--- src/rtl/vend_credit_ctrl.sv ---
// vend_credit_ctrl: coin credit accumulator with priced vending and greedy one-coin-per-cycle change return
module vend_credit_ctrl #(
   parameter int CREDIT_W   = 8,
   parameter int CREDIT_MAX = 255,
   parameter int PRICE_A    = 75,
   parameter int PRICE_B    = 20,
   parameter int PRICE_C    = 30,
   parameter int PRICE_D    = 40
) (
   input  logic                clk,
   input  logic                reset,
   input  logic                penny,
   input  logic                nickel,
   input  logic                dime,
   input  logic                quarter,
   input  logic                apple,
   input  logic                banana,
   input  logic                carrot,
   input  logic                date,
   input  logic                return_req,
   output logic [CREDIT_W-1:0] credit,
   output logic [3:0]          vend,
   output logic                deny,
   output logic                coin_reject,
   output logic [3:0]          change_coin,
   output logic                busy
);
   typedef enum logic [1:0] {IDLE, VEND, CHANGE} state_t;
   state_t state, state_n;
   logic [CREDIT_W-1:0] credit_n, coin_val, price, chg_val;
   logic [CREDIT_W:0]   sum;
   logic [3:0]          coins, sels, sel_hot, chg_hot, vend_n, change_n;
   logic                multi_coin, overflow, deny_n, reject_n;
   assign coins      = {quarter, dime, nickel, penny};
   assign sels       = {date, carrot, banana, apple};
   assign multi_coin = (coins & (coins - 4'd1)) != 4'd0;
   assign sel_hot    = sels & (~sels + 4'd1);
   assign coin_val   = penny ? CREDIT_W'(1) : nickel ? CREDIT_W'(5) : dime ? CREDIT_W'(10) : CREDIT_W'(25);
   assign price      = apple ? CREDIT_W'(PRICE_A) : banana ? CREDIT_W'(PRICE_B) :
                       carrot ? CREDIT_W'(PRICE_C) : CREDIT_W'(PRICE_D);
   assign sum        = {1'b0, credit} + {1'b0, coin_val};
   assign overflow   = sum > (CREDIT_W+1)'(CREDIT_MAX);
   assign chg_val    = credit >= CREDIT_W'(25) ? CREDIT_W'(25) : credit >= CREDIT_W'(10) ? CREDIT_W'(10) :
                       credit >= CREDIT_W'(5) ? CREDIT_W'(5) : CREDIT_W'(1);
   assign chg_hot    = credit >= CREDIT_W'(25) ? 4'b1000 : credit >= CREDIT_W'(10) ? 4'b0100 :
                       credit >= CREDIT_W'(5) ? 4'b0010 : 4'b0001;
   // next state and next registered outputs; coins arriving with return_req are not accepted, so they are rejected
   always_comb begin
      state_n  = state;
      credit_n = credit;
      vend_n   = 4'd0;
      change_n = 4'd0;
      deny_n   = 1'b0;
      reject_n = 1'b0;
      case (state)
         IDLE: begin
            if (return_req) begin
               state_n  = credit != '0 ? CHANGE : IDLE;
               reject_n = |coins;
               deny_n   = |sels;
            end else if (|coins) begin
               reject_n = multi_coin | overflow;
               credit_n = overflow ? credit : sum[CREDIT_W-1:0];
               deny_n   = |sels;
            end else if (|sels) begin
               if (credit >= price) begin
                  credit_n = credit - price;
                  vend_n   = sel_hot;
                  state_n  = VEND;
               end else
                  deny_n = 1'b1;
            end
         end
         VEND: begin
            state_n  = IDLE;
            reject_n = |coins;
            deny_n   = |sels;
         end
         CHANGE: begin
            reject_n = |coins;
            deny_n   = |sels;
            if (credit == '0)
               state_n = IDLE;
            else begin
               credit_n = credit - chg_val;
               change_n = chg_hot;
               state_n  = credit == chg_val ? IDLE : CHANGE;
            end
         end
         default: state_n = IDLE;
      endcase
   end
   // state and output registers, cleared immediately by reset
   always_ff @(posedge clk or posedge reset) begin
      if (reset) begin
         state       <= IDLE;
         credit      <= '0;
         vend        <= 4'd0;
         deny        <= 1'b0;
         coin_reject <= 1'b0;
         change_coin <= 4'd0;
         busy        <= 1'b0;
      end else begin
         state       <= state_n;
         credit      <= credit_n;
         vend        <= vend_n;
         deny        <= deny_n;
         coin_reject <= reject_n;
         change_coin <= change_n;
         busy        <= state_n != IDLE;
      end
   end
endmodule

--- config.mk ---
export PLATFORM = sky130hd
export DESIGN_NAME = vend_credit_ctrl
export DESIGN_NICKNAME = d
export VERILOG_FILES = /design/src/rtl/vend_credit_ctrl.sv
export SDC_FILE = /design/constraint.sdc
export NUM_CORES = 1
export LEC_CHECK = 0
export BUFFER_PORTS_ARGS = -buffer_cell sky130_fd_sc_hd__buf_2
export CORE_MARGIN = 5
export CORE_UTILIZATION = 57
export CTS_CLUSTER_DIAMETER = 40
export DETAILED_ROUTE_END_ITERATION = 8
export PLACE_DENSITY = 0.8
export SETUP_SLACK_MARGIN = 0.05
export SLEW_MARGIN = 40
export SYNTH_ARGS = -nofsm -noshare
export SYNTH_HDL_FRONTEND = slang
export SYNTH_SLANG_ARGS = --single-unit
--- constraint.sdc ---
create_clock -name clk -period 3.8 [get_ports clk]
set_input_delay 0.76 -clock clk [delete_from_list [all_inputs] [get_ports clk]]
set_output_delay 0.76 -clock clk [all_outputs]
set_load 0.01 [all_outputs]
==> flow_summary.ini <==
[worst_setup_path]
crit_slowest_cell = or3_1
cp.required_ps = 4010
crit_fanout = 11
slowest_delay_ps = 530
r2r_slack_ps = 500
cp_top_family = simple AND/OR/NAND/NOR gates
criticalPathCategory = reg -> reg
arrival_ps = 3520
cp-end-kind = flop
crit_buf_inv = 0
path_cells = or3_1 -> a31oi_1 -> nand2b_1 -> ha_1 -> fa_1 -> nor2b_1 -> o31a_1 -> nor4_1 -> o311a_1 -> mux2_2
start_kind = flop

[timing]
rsz0062_at_grt = no
tightestPinTransition_ps = 659
slew_headroom_pct = 56.1
setup_viol = 0
final-max-slew-violation-count = 0
finClkSkew_ps = 5.90
post-route-period-util_pct = 87.0
hold_viol = 0
max_freq_mhz = 303
setup_tns_ps = 0
setup_ws_ps = 496
period_needed_ps = 3300

[logic_synthesis]
synth_edf_count = 0
yosys.area.top_type_share_pct = 26.7
synthesis.nets = 272
synth.most_common_cell = nor2_1
ys_seq_area_share_pct = 26.7
synth_area_per_cell_um2 = 8.26
ys_top_cells_by_count = 22 x nor2_1, 21 x dfrtp_1, 20 x ha_1
ys_top_cells_by_area = dfrtp_1 27%, ha_1 13%, a21oi_1 4.8%
syn_area_mm2 = 0.00197
synth_ff_type = dfrtp_1
async_flop_share_pct = 100
synth_seq_cells = 21
synth.distinct_cells = 56
synth_area_leader_cell = dfrtp_1
synth_cells = 238
yosysWarningCount = 0

[routing]
wirelength_um = 4860
drcViolationCount = 0
drt_iter0_drc = 135
vias = 1871
via_per_inst = 6.02
dr.pass1.iters = 5
wire_per_inst_um = 15.6
postRouteAntennaNets = 0

[die]
ioPinCount = 30
die_h_um = 68.7
start_util_pct = 58.9
die_area_mm2 = 0.00473
die_x_um = 68.7
core-area_mm2 = 0.00334
num_rows = 21

[grt]
antenna_found_initial = 0
grt_first_pass_wirelength_um = 8020
grt_max_degree = 22
grt_overflow_total = 0
grt.total_usage_pct = 22.7
grt_pass1_vias = 1707

[power_and_ir_drop]
p_leak_nw = 1.04
pwr_density_cell_mw_per_mm2 = 764
vdd_ir_drop_max_mv = 0.410

[min_path]
min_path_type = in -> async

[cells_and_area]
final_layout_size_suffix_gt1_share_pct = 17.0
final-instance-count-excl-fill = 311
fin_area_mm2 = 0.00218
nNetsFinal = 300
antenna_cells = 0
utilization_pct = 65.3
area_growth_pct = 10.8

[clocking]
post_cts_buffers = 0
hold_buffers = 0
cts_resized = 0
clk_latency_ps = 310
htreeDepth = 1
cts.sinks = 21
cts_tree = built
clock_path_buffers = 2
clk_pin_slew_ps = 130
cts_root_buffer = clkbuf_4
cts_buffers = 3

[job]
cap_violations = 0

[place]
gp_congestion = 0.971
dp_hpwl_um = 3760
post-place-cells = 307
pre_cts_ws_ps = 551
placed_area_mm2 = 0.00215
port_buffers = 29

[run_status]
status = finished, final reports clean
[metal layers]
metal | vias to the layer above | global-route usage [%] | routed length [um]
li1 | 923 | - | -
met1 | 867 | 31.6 | 2230
met2 | 74 | 37.5 | 2210
met3 | 7 | 1.62 | 338
met4 | 0 | 6.81 | 82
met5 | - | 0 | 0
[layout by cell type, fill, tap and decap left out, types with 2 or more instances in the layout]
cell,synthesis,layout
a211oi_1,5,5
a21o_1,4,4
a21oi_1,19,19
a31oi_1,2,2
and3_1,3,3
and4_1,2,2
buf_2,2,29
buf_4,0,4
clkbuf_4,0,3
dfrtp_1,21,21
fa_1,3,3
ha_1,20,20
inv_1,16,15
nand2_1,19,19
nand2b_1,2,2
nand3_1,6,6
nor2_1,22,22
nor2b_1,4,4
nor3_1,9,9
nor4_1,8,8
o211ai_1,2,2
o21a_1,2,2
o21ai_0,15,15
o31ai_1,2,2
or3_1,4,4
or4_1,2,2
xnor2_1,5,5
xor2_1,3,3
[layout make-up]
| class | instances | area [um2] |
|---|---|---|
| clock buffer | 4 | 26.3 |
| timing repair buffer | 33 | 175 |
| sequential | 21 | 526 |
| multi-input combinational | 191 | 1330 |
| fill | 309 | 1160 |
| inverter | 16 | 60.1 |
| tap | 46 | 57.6 |
[per-stage QoR]
step	total power, mW	hold slack, ps
after global routing	1.83	480
final	1.66	435
after floorplan	1.25	526
after global placement	1.52	597
after CTS	1.65	618
after detailed placement	1.53	599
[cells by family after synthesis]
family,synth area share (%)
AND/OR/NAND/NOR,22.8
multiplexers,1.14
flip-flops,26.7
AO/OA/AOI/OAI,24.0
XOR/XNOR,3.56
adder cells (fa/ha/maj),16.3
buffers and inverters,5.47
[final timing paths]
check / from / to / cells after the start
worst max-delay path: credit[6] / credit[6] / 10
worst min-delay path: reset / credit[4] / 2
worst max register to register: credit[6] / credit[6] / 10
worst min register to register: credit[7] / credit[7] / 1
max in group asynchronous: reset / credit[3] / 2
min in group clk: credit[7] / credit[7] / 1
[sequential cells by signal (all words and copies together) (netlist names)]
register,cells
credit,8
state,2
vend,4
deny,1
change_coin,4
coin_reject,1
busy,1
[power breakdown]
group | internal [mW] | total (mW) | switching (mW)
Sequential | 0.294 | 0.402 | 0.109
Clock | 0.0410 | 0.114 | 0.0726
Combinational | 0.510 | 1.15 | 0.639
(Power assumes the default switching activity.)
